<file path="src/rtl/sarray_ld_sched.sv">
// Load scheduler for the systolic-array operand path: issues one stride-addressed read burst
// per command under an outstanding-request credit limit and steers returned beats.
module sarray_ld_sched #(
    parameter int ADDR_WIDTH  = 64,
    parameter int LOAD_WIDTH  = 256,
    parameter int BEATS       = 64,
    parameter int CNT_WIDTH   = 6,
    parameter int STRIDE_LOG2 = 8,
    parameter int MAX_OUTST   = 8,
    parameter int OUTST_WIDTH = 4
) (
    input  logic                  clk,
    input  logic                  rst_n,
    input  logic                  cmd_valid_i,
    output logic                  cmd_ready_o,
    input  logic                  cmd_type_i,
    input  logic [ADDR_WIDTH-1:0] cmd_addr_i,
    input  logic                  cmd_abuf_id_i,
    output logic                  ar_valid_o,
    input  logic                  ar_ready_i,
    output logic [ADDR_WIDTH-1:0] ar_addr_o,
    input  logic                  r_valid_i,
    output logic                  r_ready_o,
    input  logic [LOAD_WIDTH-1:0] r_data_i,
    output logic                  abuf_wr_valid_o,
    output logic                  abuf_wr_id_o,
    output logic [CNT_WIDTH-1:0]  abuf_wr_idx_o,
    output logic [LOAD_WIDTH-1:0] abuf_wr_data_o,
    output logic                  top_valid_o,
    input  logic                  top_ready_i,
    output logic [CNT_WIDTH-1:0]  top_cnt_o,
    output logic [LOAD_WIDTH-1:0] top_data_o,
    output logic                  busy_o,
    output logic                  done_o
);

    typedef enum logic [1:0] {IDLE, ISSUE, DRAIN, DONE} state_t;

    localparam logic [CNT_WIDTH-1:0]   LAST_BEAT = CNT_WIDTH'(BEATS - 1);
    localparam logic [OUTST_WIDTH-1:0] OUTST_MAX = OUTST_WIDTH'(MAX_OUTST);

    state_t                  state;
    state_t                  state_nxt;
    logic [CNT_WIDTH-1:0]    ar_cnt;
    logic [CNT_WIDTH-1:0]    r_cnt;
    logic [OUTST_WIDTH-1:0]  outst;
    logic                    type_q;
    logic                    abuf_id_q;
    logic [ADDR_WIDTH-1:0]   base_q;
    logic                    beat_phase;
    logic                    cmd_hs;
    logic                    ar_hs;
    logic                    r_hs;

    assign beat_phase = (state == ISSUE) || (state == DRAIN);
    assign cmd_hs     = cmd_valid_i && cmd_ready_o;
    assign ar_hs      = ar_valid_o && ar_ready_i;
    assign r_hs       = r_valid_i && r_ready_o;

    assign cmd_ready_o = (state == IDLE);
    assign busy_o      = (state != IDLE);
    assign done_o      = (state == DONE);

    // Request side: credit-gated; address depends only on registered state, so it holds while stalled.
    assign ar_valid_o = (state == ISSUE) && (outst < OUTST_MAX);
    assign ar_addr_o  = base_q + (ADDR_WIDTH'(ar_cnt) << STRIDE_LOG2);

    // Return side: PRELOADA always sinks into the A-buffer, TMMA is back-pressured by the top feed.
    assign r_ready_o       = beat_phase && (type_q || top_ready_i);
    assign abuf_wr_valid_o = beat_phase && type_q && r_valid_i;
    assign abuf_wr_id_o    = abuf_id_q;
    assign abuf_wr_idx_o   = r_cnt;
    assign abuf_wr_data_o  = r_data_i;
    assign top_valid_o     = beat_phase && !type_q && r_valid_i;
    assign top_cnt_o       = r_cnt;
    assign top_data_o      = r_data_i;

    always_comb begin
        state_nxt = state;
        case (state)
            IDLE:    if (cmd_valid_i) state_nxt = ISSUE;
            ISSUE:   if (ar_hs && (ar_cnt == LAST_BEAT)) state_nxt = DRAIN;
            DRAIN:   if (r_hs && (r_cnt == LAST_BEAT)) state_nxt = DONE;
            DONE:    state_nxt = IDLE;
            default: state_nxt = IDLE;
        endcase
    end

    always_ff @(posedge clk or negedge rst_n) begin
        if (!rst_n) state <= IDLE;
        else        state <= state_nxt;
    end

    always_ff @(posedge clk or negedge rst_n) begin
        if (!rst_n) begin
            ar_cnt    <= '0;
            r_cnt     <= '0;
            outst     <= '0;
            type_q    <= 1'b0;
            abuf_id_q <= 1'b0;
            base_q    <= '0;
        end else if (cmd_hs) begin
            ar_cnt    <= '0;
            r_cnt     <= '0;
            outst     <= '0;
            type_q    <= cmd_type_i;
            abuf_id_q <= cmd_abuf_id_i;
            base_q    <= cmd_addr_i;
        end else begin
            if (ar_hs) ar_cnt <= ar_cnt + 1'b1;
            if (r_hs)  r_cnt  <= r_cnt + 1'b1;
            // A stray beat with nothing outstanding leaves the credit count pinned at zero.
            if (ar_hs && !r_hs)                         outst <= outst + 1'b1;
            else if (r_hs && !ar_hs && (outst != '0))   outst <= outst - 1'b1;
        end
    end

endmodule

</file>
<file path="config.mk">
export PLATFORM = sky130hd
export DESIGN_NAME = sarray_ld_sched
export DESIGN_NICKNAME = d
export VERILOG_FILES = /design/src/rtl/sarray_ld_sched.sv
export SDC_FILE = /design/constraint.sdc
export NUM_CORES = 1
export LEC_CHECK = 0
export CORE_AREA = 2 2 359 361
export CTS_CLUSTER_SIZE = 12
export DETAILED_ROUTE_END_ITERATION = 7
export DIE_AREA = 0 0 361 363
export MAX_ROUTING_LAYER = met4
export PLACE_DENSITY_LB_ADDON = 0.08
export SLEW_MARGIN = 10
export SYNTH_ARGS = -nofsm -noshare
export SYNTH_HDL_FRONTEND = slang
export SYNTH_SLANG_ARGS = --single-unit
export TNS_END_PERCENT = 30
</file>
<file path="constraint.sdc">
create_clock -name clk -period 2.2 [get_ports clk]
set_input_delay 0.44 -clock clk [delete_from_list [all_inputs] [get_ports clk]]
set_output_delay 0.44 -clock clk [all_outputs]
set_load 0.02 [all_outputs]
</file>
# Word level (Yosys, flattened, before mapping)
# Index checks and enable logic that the tools add are counted.
dict set report classes {
  n_addsub 5
  n_lt_le_gt_ge 1
  eq_ne 8
  n_mux 11
  n_reduce_logical 26
}
# op count
set ops {}
lappend ops {{adder 64 x 14 -> 64 bit} 1}
lappend ops {{2-to-1 mux 6 bit} 4}
lappend ops {{logical AND 1 bit} 14}
lappend ops {{adder 6 x 1 -> 6 bit (second input constant)} 2}
lappend ops {{equality test 6 bit (second input constant)} 2}
lappend ops {{2-to-1 mux 4 bit} 3}
lappend ops {{one-hot mux 2 bit (4 select lines)} 1}
lappend ops {{2-to-1 mux 2 bit} 3}
lappend ops {{nonzero test 2 bit} 3}
lappend ops {{adder 4 x 1 -> 4 bit (second input constant)} 1}
lappend ops {{equality test 2 bit (second input constant)} 2}
lappend ops {{less-than comparator 4 bit (second input constant)} 1}
lappend ops {{inequality test 2 x 1 -> 1 bit (second input constant)} 2}
lappend ops {{nonzero test 4 bit} 1}
lappend ops {{subtractor 4 x 1 -> 4 bit (second input constant)} 1}
lappend ops {{logical NOT 1 bit} 3}
lappend ops {{AND reduction 3 bit} 1}
lappend ops {{nonzero test 3 bit} 1}
lappend ops {{equality test 2 x 1 -> 1 bit (second input constant)} 1}
lappend ops {{logical NOT 2 bit} 1}
lappend ops {{logical OR 1 bit} 2}
lappend ops {{inequality test 2 bit (second input constant)} 1}
dict set report totals {
  ff_bits 84
  in_bits 328
  out_inout_bits 596
  elab_cells 58
}

# Logic depth before layout (Yosys ltp)
# Gate-level depths: netlist of the first run.
dict set report depth {
  ltp_word 9
  depth_mapped 11
  mapped_depth_nobuf 11
}

# Least setup slack after synthesis of the first run
# OpenSTA, ideal clock, no wires.
dict set report synth_path {
  path_kind {flip-flop to output port}
  start {reg ar_cnt[0]}
  end {out ar_addr_o[40]}
  arrival_time_ns 2.081
  path_slack_ns -0.321
  path_stages_with_launch 8
  path_cell_list {dfrtp_1 -> ha_1 -> fa_1 -> a21oi_1 -> o21a_1 -> nand4b_2 -> nor2_1 -> xor2_1}
}
dict set report synth_between {
  elab_chain_len 1
}
# element line
set synth_lines {}
lappend synth_lines {{start, declared} 44} ;# logic [CNT_WIDTH-1:0] ar_cnt;
lappend synth_lines {{start signal, assigned} 110} ;# if (ar_hs) ar_cnt <= ar_cnt + 1'b1;
lappend synth_lines {{adder 64 x 14 -> 64 bit} 66} ;# assign ar_addr_o = base_q + (ADDR_WIDTH'(ar_cnt) << STRIDE_LOG2);
lappend synth_lines {{end, declared} 21} ;# output logic [ADDR_WIDTH-1:0] ar_addr_o,
# No other way between the ends.

# Final worst setup path of the first run
dict set report layout_path {
  start {reg ar_cnt[4]}
  end {out ar_addr_o[57]}
}
# The elaborated chain is that of the path after synthesis.

==> results of run 1 <==
flip-flops by register name (all words and copies together), names as in the netlist:
signal and count:
abuf_wr_idx_o 6, outst 4, base_q 64, abuf_wr_id_o 1, type_q 1, state 2, ar_cnt 6
per-stage QoR:
step	hold slack [ns]	power (mW)
global placement	0.4107	11.53
detailed placement	0.4039	11.43
floorplan	0.1444	7.842
finish	0.4773	13.28
CTS	0.4638	13.75
global route	0.5093	14.50
worst max-delay path, delay by kind of cell, from the launching register on:
family / cells / cell delay (ns)
AO/OA/AOI/OAI: 2 / 0.41
XOR/XNOR: 1 / 0.18
buffers and inverters: 4 / 0.57
flip-flops: 1 / 0.42
AND/OR/NAND/NOR: 2 / 0.37
adder cells (fa/ha/maj): 1 / 0.31
final cells by class:
type | count | area, um^2
Multi-Input combinational cell | 462 | 3257
Antenna cell | 7 | 17.52
Clock inverter | 4 | 55.05
Inverter | 8 | 30.03
Fill cell | 14730 | 116300
Sequential cell | 84 | 2103
Tap cell | 1662 | 2079
Clock buffer | 12 | 256.5
Timing Repair Buffer | 314 | 2978
cell families after synthesis:
family / synth area share
xor gates and xnor gates: 0.06509
AOI/OAI and AO/OA: 0.02232
and+or+nand+nor: 0.1800
adders and majority gates: 0.02461
buffers and inverters: 0.4652
muxes: 0.002432
DFF: 0.2403
report_power, final:
part	internal, mW	total (mW)	switching (mW)	leakage (nW)
sequential	2.30	2.89	0.591	1.07
clock	0.952	1.82	0.870	0.149
combinational	4.12	8.56	4.44	3.20
per-layer routing:
layer	GRT usage	share of wire	wire, um	vias to the layer above
met3	0.02939	0.091	3690	170
li1	-	-	-	2478
met5	-	0	0	-
met2	0.1029	0.48	19640	412
met4	0.02904	0.042	1691	0
met1	0.06538	0.38	15620	2504
synthesized netlist by cell type, drive strengths merged:
cell type	n
a21o	3
and3	8
mux2	1
nand3	21
xnor2	36
nor4	6
buf	528
nor3b	2
o21ai	9
o211a	1
a22oi	1
and4	3
clkbuf	18
inv	8
nor2b	3
or2	1
mux2i	1
a21oi	7
a211oi	4
nand3b	1
ha	14
and2	2
dfrtp	84
nand4b	2
and3b	1
xor2	29
o21a	3
nor2	42
fa	2
nor3	9
nand2	226
nand4	21
o211ai	3
worst max-delay path by stage:
stage,endpoint,cells past startpoint,slack [ns]
floorplan,ar_addr_o[56],8,-0.15
global placement,ar_addr_o[58],8,-1.51
detailed placement,ar_addr_o[58],8,-1.53
CTS,ar_addr_o[53],11,-1.14
global route,ar_addr_o[57],10,-1.14
finish,ar_addr_o[57],10,-0.92
what timing repair did:
action	4_1_cts	5_1_grt
endpoints found under the hold margin	16	0
buffers inserted	4	7
endpoints found under the setup margin	66	58
gates resized for setup	277	42
hold buffers	1	0
pin swaps	32	16
gates cloned	0	0
==> qor.yml, run 1 <==
die:
  core_um2: 127000
  die-area_um2: 131000
  initial_core_util: 0.06885
  die_x_um: 361
  die_h_um: 363
  num_io_pins: 924
  rows: 131
layout:
  layout_commonest_cell: "nand2_1"
  final_core_util: 0.08484
  syn2layout_area_growth_pct: 23.22
  layout_common_cells: "nand2_1, buf_4, clkdlybuf4s50_1, dfrtp_1, nor2_1"
  drive_above_1_share: 0.3710
  final_cells: 2553
  fin_nets: 1223
  finish.instance_area_um2: 10780
sta:
  worstMarginPinSlew_ns: 0.4344
  rsz0062_at_grt: "true"
  finalSetupTns_ns: -40.93
  clock_skew_ns: 0.01961
  fin_crit_sh: 1.420
  slew_headroom: 0.7116
  setup_viol: 54
  fmax_mhz: 320.1
  drv_slew: 0
  fin_ws_ns: -0.9242
  fin_crit_ns: 3.124
  hold_violations: 0
logic_synthesis:
  synth_top_area_share: 0.4515
  synth_nets: 1444
  ys_top_cells_by_area: "buf_4, dfrtp_1, nand2_1"
  synth_top_area_cell: "buf_4"
  syn_area_um2: 8746
  syn_inst: 1100
  synth-seq-cells: 84
  yosys_warnings: 0
  synth_cell_types: 40
  yosysSeqAreaShare: 0.2403
  syn_avg_cell_area_um2: 7.951
detailed_routing:
  viasPerCell: 2.179
  wl_per_cell_um: 15.92
  vias: 5564
  drt_pass1_iterations: 4
  drc_errors: 0
  wirelength_um: 40640
  postRouteAntennaNets: 0
  drt-initial-drc-count: 202
place:
  dp.cells: 2519
  place_area_um2: 9925
  place.gp.congestion: 0.6565
  dp_slack_ns: -1.534
  portBuffers: 155
  post-dp-hpwl_um: 33530
power:
  vdd.ir_drop.worst_v: 0.0005199
  leakage_nw: 4.423
  power_density_nw_per_um2: 1232
setup_path:
  reg2reg_to: "outst[3]"
  endpoint_kind: "output port"
  r2r-start: "state[0]"
  reg2reg_depth: 11
  regToRegSetupSlack_ns: 0.03
  critical-path-max-stage-delay_ns: 0.42
  crit_type: "flip-flop to output port"
  required_ns: 1.76
  critPathArrivalTime_ns: 2.68
  startpoint_type: "flip-flop"
  crit_path_cell_trace: "ha_4 -> buf_6 -> o211ai_1 -> o21ai_4 -> buf_6 -> nand4_4 -> buf_12 -> nor4_4 -> xor2_2 -> buf_6"
  crit_fanout: 7
  slowest_stage: "dfrtp_1"
  critical-path-top-cell-by-count: "buf_6"
  critPathLaunch: "ar_cnt[4]"
clock_tree:
  insertion_delay_ns: 0.41
  cts_tree: "yes"
  clockRootBuffer: "clkbuf_16"
  htreeDepth: 3
  cts.sinks: 84
  clk_pin_slew_ns: 0.08
  ctsLongestPathBuffers: 2
  cts_buffers: 9
min_path:
  hold_start: "abuf_wr_id_o"
  holdPathEnd: "abuf_wr_id_o"
  whs_path_depth: 2
  hold_class: "flip-flop to flip-flop"
job:
  cap_violations: 0
outcome:
  violations: "negative setup slack"
  status: "finished with violations"
grt:
  grt.total_usage: 0.06345
  grt_pass1_vias: 6238
  grt_start_max_net_pins: 38
  grt_antenna_before_repair: 9
  grt_pass1_wl_um: 55040
  overflow: 0
Power figures use the tool's default switching activity.
==> inputs of run 2 (changes only) <==
--- a/config.mk
+++ b/config.mk
@@ -6,6 +6,7 @@
 export NUM_CORES = 1
 export LEC_CHECK = 0
 export CORE_AREA = 2 2 359 361
+export CTS_CLUSTER_DIAMETER = 30
 export CTS_CLUSTER_SIZE = 12
 export DETAILED_ROUTE_END_ITERATION = 7
 export DIE_AREA = 0 0 361 363
@@ -15,4 +16,3 @@
 export SYNTH_ARGS = -nofsm -noshare
 export SYNTH_HDL_FRONTEND = slang
 export SYNTH_SLANG_ARGS = --single-unit
-export TNS_END_PERCENT = 30
==> run 2 against run 1 <==
  * The run still ends with negative setup slack left
  * Non-clock buffer count up 25
  * Critical path type unchanged
  * Register-to-register slack better by 0.06 ns
  * Clock-buffer cell count down 2
  * Sequential share of layout area down 1.4 points
  * Largest power group unchanged
  * Via count up 4.7%
  * Sequential power about the same
  * Highest routed layer unchanged
  * Worst setup slack better by 0.079 ns
  * Final area up 7.5%
  * Global-route usage up 1.8 points
==> qor.yml, run 2 (synthesized netlist as in run 1, its figures left out) <==
grt:
  met1_usage: 0.07098
  overflow: 0
  grt_start_max_net_pins: 65
  grt_antenna_before_repair: 2
  grt_pass1_vias: 6505
  grt.total_usage: 0.08116
  use_met2: 0.1352
  grt_pass1_wl_um: 68280
  busiest_layer: "met2"
  use_met3: 0.05785
die:
  rows: 131
  die_x_um: 361
  die_h_um: 363
  die-area_um2: 131000
  initial_core_util: 0.06885
  core_um2: 127000
  num_io_pins: 924
sta:
  hold_violations: 0
  worstMarginPinSlew_ns: 0.5374
  fin_ws_ns: -0.8453
  whs_ns: 0.4746
  fin_crit_sh: 1.384
  drv_slew: 0
  finalSetupTns_ns: -37.17
  setup_viol: 54
  clock_skew_ns: 0.01658
  fin_crit_ns: 3.045
  rsz0062_at_grt: "true"
  fmax_mhz: 328.4
  slew_headroom: 0.6417
layout:
  final_cells: 2574
  fin_nets: 1248
  regMostFlops: "base_q"
  layout_commonest_cell: "nand2_1"
  layout_common_cells: "nand2_1, buf_4, clkdlybuf4s50_1, dfrtp_1, buf_6"
  drive_above_1_share: 0.4334
  largest_register_ffs: 64
  finish.instance_area_um2: 11590
  final_core_util: 0.09124
  syn2layout_area_growth_pct: 32.52
detailed_routing:
  wl_per_cell_um: 20.52
  drc_errors: 0
  viasPerCell: 2.262
  drt_pass1_iterations: 4
  vias: 5823
  postRouteAntennaNets: 0
  wirelength_um: 52830
  drt-initial-drc-count: 167
place:
  dp_slack_ns: -1.298
  post-dp-hpwl_um: 45040
  place.gp.congestion: 0.6900
  portBuffers: 155
  place_area_um2: 10100
  dp.cells: 2513
setup_path:
  startpoint_type: "flip-flop"
  critPathArrivalTime_ns: 2.61
  required_ns: 1.76
  critical-path-max-stage-delay_ns: 0.41
  crit_path_cell_trace: "ha_4 -> buf_6 -> o211ai_1 -> o21ai_1 -> buf_4 -> nand4_4 -> buf_12 -> buf_12 -> buf_12 -> nor3_4 -> xor2_2 -> buf_6"
  critical-path-top-cell-by-count: "buf_12"
  slowest_stage: "dfrtp_1"
  crit_fanout: 5
  endpoint_kind: "output port"
  crit_type: "flip-flop to output port"
power:
  leakage_nw: 4.824
  power_density_nw_per_um2: 1229
  p_total_mw: 14.24
  vdd.ir_drop.worst_v: 0.0003219
clock_tree:
  clockRootBuffer: "clkbuf_16"
  ctsLongestPathBuffers: 2
  cts.sinks: 84
  htreeDepth: 3
  clk_pin_slew_ns: 0.07
  cts_buffers: 9
  cts_tree: "yes"
  insertion_delay_ns: 0.40
outcome:
  violations: "negative setup slack"
  status: "finished with violations"
min_path:
  hold_class: "flip-flop to flip-flop"
job:
  cap_violations: 0
## run 2: cell count changes in the layout (fill, tap and decap cells not counted), moves of 5 or more
cell,before,now
buf_6,25,56
xnor2_1,19,6
xnor2_2,14,23
xor2_1,16,7
nand3_4,2,10
nand2_4,1,7
xor2_4,3,8
## run 2: area by class of cell
type / instances / area (um^2)
Antenna cell: 3 / 7.507
Clock inverter: 6 / 88.84
Sequential cell: 84 / 2102
Inverter: 8 / 30.03
Multi-Input combinational cell: 462 / 3726
Timing Repair Buffer: 339 / 3327
Tap cell: 1662 / 2079
Clock buffer: 10 / 229.0
Fill cell: 14660 / 115400
## run 2: worst paths after layout
path	slack, ns	startpoint	endpoint	cells after the start
setup / recovery	-0.85	base_q[10]	ar_addr_o[63]	12
hold / removal	0.47	base_q[0]	base_q[0]	2
setup reg to reg	0.09	state[0]	state[1]	9
hold reg to reg	0.47	base_q[0]	base_q[0]	2
max in group asynchronous	0.96	rst_n	base_q[52]	3
min in group asynchronous	0.58	rst_n	base_q[37]	2
## run 2: per-layer routing
metal | routed length [um] | share of wire
met4 | 1849 | 0.035
met2 | 25990 | 0.49
met3 | 8282 | 0.16
met5 | 0 | 0
met1 | 16710 | 0.32
## run 2: critical path, delay by kind of cell (launching register included)
kind            cells  cell delay (ns)
flops               1             0.41
simple gates        2             0.28
xor+xnor            1             0.16
compound gates      2             0.27
buf+inv             6             0.80
fa+ha+maj           1             0.28
## run 2: power breakdown
part	internal [mW]	leakage, nW	switching (mW)	total (mW)
Clock	0.999	0.149	0.854	1.85
Sequential	2.30	1.07	0.588	2.89
Combinational	4.67	3.60	4.83	9.50
Total	7.97	4.82	6.27	14.2
## run 2: what timing repair did
item | in CTS | in global routing
pin swaps | 45 | 40
hold endpoints to repair | 8 | 0
setup endpoints to repair | 64 | 57
setup buffers | 29 | 15
cloned | 0 | 0
hold buffers | 1 | 0
gates resized for setup | 289 | 46
==> inputs of run 3 (changes only) <==
--- a/config.mk
+++ b/config.mk
@@ -5,6 +5,7 @@
 export SDC_FILE = /design/constraint.sdc
 export NUM_CORES = 1
 export LEC_CHECK = 0
+export CAP_MARGIN = 15
 export CORE_AREA = 2 2 359 361
 export CTS_CLUSTER_DIAMETER = 30
 export CTS_CLUSTER_SIZE = 12
@@ -12,6 +13,7 @@
 export DIE_AREA = 0 0 361 363
 export MAX_ROUTING_LAYER = met4
 export PLACE_DENSITY_LB_ADDON = 0.08
+export SETUP_SLACK_MARGIN = 0.4
 export SLEW_MARGIN = 10
 export SYNTH_ARGS = -nofsm -noshare
 export SYNTH_HDL_FRONTEND = slang
==> run 3 against run 2 <==
  * The flow still finishes with violations (negative setup slack)
  * Non-clock buffer count rose by 23
  * Maximum frequency fell by 2.4%
  * Combinational power rose by 4.6%
  * Die area did not move
  * Sequential cell count did not move
  * Final cell count rose by 0.93%
  * Largest cell class unchanged
  * Clock-buffer cell count did not move
  * Wire length rose by 6.8%
==> qor.yml, run 3 (synthesized netlist as in run 1, its figures left out) <==
setup_path:
  slowest_stage: "dfrtp_1"
  regToRegSetupSlack_ns: 0.05
  critPathArrivalTime_ns: 2.68
  r2r-start: "state[0]"
  critical-path-top-cell-by-count: "buf_12"
  critical-path-max-stage-delay_ns: 0.43
  crit_path_cell_trace: "ha_4 -> o211ai_1 -> o21ai_4 -> nand4_4 -> buf_12 -> buf_12 -> nor4_4 -> buf_4 -> xor2_4 -> buf_6"
  crit_fanout: 3
  critical_path.top_delay_family: "buffers and inverters"
  endpoint_kind: "output port"
  crit_type: "flip-flop to output port"
  crit_buf_inv: 4
  reg2reg_depth: 12
  cp.depth: 10
  required_ns: 1.76
  reg2reg_to: "outst[3]"
  startpoint_type: "flip-flop"
min_path:
  hold_class: "flip-flop to flip-flop"
  whs_path_depth: 2
  hold_start: "base_q[6]"
  holdPathEnd: "base_q[6]"
outcome:
  violations: "negative setup slack"
  status: "finished with violations"
layout:
  drive_above_1_share: 0.4758
  layout_common_cells: "nand2_1, buf_4, dfrtp_1, buf_6, clkdlybuf4s50_1"
  largest_register_ffs: 64
  seqCellArea_um2: 2103
  fin_nets: 1271
  syn2layout_area_growth_pct: 37.22
  fillCellCount: 14660
  regMostFlops: "base_q"
  layout_commonest_cell: "nand2_1"
  multiInputGateArea_um2: 3948
  finish.instance_area_um2: 12000
grt:
  grt_pass1_vias: 6557
  grt_antenna_before_repair: 6
  met1_usage: 0.06839
  use_met2: 0.1419
  busiest_layer: "met2"
  use_met3: 0.07490
  grt_pass1_wl_um: 71950
  overflow: 0
  grt_start_max_net_pins: 42
  grt.total_usage: 0.08688
power:
  p_seq_frac: 0.198
  sw_frac_of_total: 0.4411
  leakage_nw: 5.059
  intPower_mw: 8.216
  vdd.ir_drop.worst_v: 0.0003405
  switchingPower_mw: 6.483
  power_frac_clock: 0.126
  power_density_nw_per_um2: 1225
  pwr-share-comb: 0.676
clock_tree:
  cts_tree: "yes"
  htreeDepth: 3
  ctsLongestPathBuffers: 2
  clockRootBuffer: "clkbuf_16"
  clk_pin_slew_ns: 0.07
  cts_buffers: 9
  cts.sinks: 84
  insertion_delay_ns: 0.41
sta:
  setup_viol: 54
  clock_skew_ns: 0.01130
  rsz0062_at_grt: "true"
  drv_slew: 0
  fin_crit_sh: 1.418
  hold_violations: 0
  worstMarginPinSlew_ns: 0.4744
  slew_headroom: 0.6808
  fin_crit_ns: 3.120
  fmax_mhz: 320.5
  fin_ws_ns: -0.9197
die:
  rows: 131
  core_um2: 127000
  die_h_um: 363
  die-area_um2: 131000
  initial_core_util: 0.06885
  die_x_um: 361
  num_io_pins: 924
detailed_routing:
  postRouteAntennaNets: 0
  vias: 5929
  drt_pass1_iterations: 4
  drc_errors: 0
  viasPerCell: 2.282
  drt-initial-drc-count: 186
  wl_per_cell_um: 21.71
  wirelength_um: 56390
place:
  place.gp.congestion: 0.7165
  post-dp-hpwl_um: 48310
  portBuffers: 155
  place_area_um2: 10200
  dp_slack_ns: -1.222
job:
  cap_violations: 0
run 3: cell count changes in the layout (fill, tap and decap cells not counted), sizes merged:
cell,change
buf,+25
clkdlybuf4s50,-21
dlygate4sd2,+19
diode,+2
clkbuf,-1
clkdlybuf4s15,+1
inv,-1
run 3: cell type report:
class                      count  area share
multi-input combinational    462      0.3289
antenna                        5    0.001043
sequential                    84      0.1753
inverter                       8    0.002815
clock inverter                 5    0.006464
tap                         1662      0.1733
clock buffer                  10     0.01908
timing repair buffer         362      0.2932
run 3: worst max-delay path by stage:
stage / start / end / slack, ns
2_1_floorplan: ar_cnt[0] / ar_addr_o[56] / -0.14
3_3_place_gp: base_q[8] / ar_addr_o[32] / -1.26
3_5_place_dp: ar_cnt[0] / ar_addr_o[32] / -1.22
4_1_cts: ar_cnt[2] / ar_addr_o[57] / -1.04
5_1_grt: base_q[8] / ar_addr_o[58] / -1.08
6_report: ar_cnt[2] / ar_addr_o[57] / -0.92
run 3: worst min-delay path, delay by kind of cell, from the launching register on:
family / cells / cell delay, ns
DFF: 1 / 0.34
and+or+nand+nor: 2 / 0.10
run 3: power by group through the flow:
stage / Sequential, mW / Combinational, mW / Clock (mW)
6_report: 2.91 / 9.94 / 1.85
3_5_place_dp: 2.96 / 8.88 / 0
2_1_floorplan: 3.24 / 4.95 / 0
5_1_grt: 3.04 / 10.8 / 2.07
3_3_place_gp: 2.97 / 8.97 / 0
4_1_cts: 2.94 / 9.74 / 2.06
run 3: timing repair:
item                                    4_1_cts  5_1_grt
buffers inserted                             41       22
hold buffers                                  1        0
endpoints found under the setup margin       94       70
hold endpoints to repair                     14        0
gates resized for setup                     328       77
pin swaps                                    51       60
gates cloned                                  1        0
run 3: metrics by stage:
| step | std cells | hold WS [ns] | util | power, mW | TNS [ns] |
|---|---|---|---|---|---|
| 6_report | 2598 | 0.4730 | 0.09448 | 14.70 | -39.86 |
| 5_1_grt | 2597 | 0.4729 | 0.09446 | 15.95 | -47.81 |
| 4_1_cts | 2571 | 0.4482 | 0.09014 | 14.74 | -42.96 |
| 3_5_place_dp | 2513 | 0.3658 | 0.08029 | 11.84 | -42.91 |
| 3_3_place_gp | 2513 | 0.3720 | 0.08029 | 11.93 | -43.49 |
| 2_1_floorplan | 1100 | 0.1444 | - | 8.195 | -3.121 |
run 3: per-layer routing:
metal  routed length (um)  share of wire
met2                27290           0.48
met5                    0              0
met1                16470           0.29
met4                 2312          0.041
met3                10320           0.18
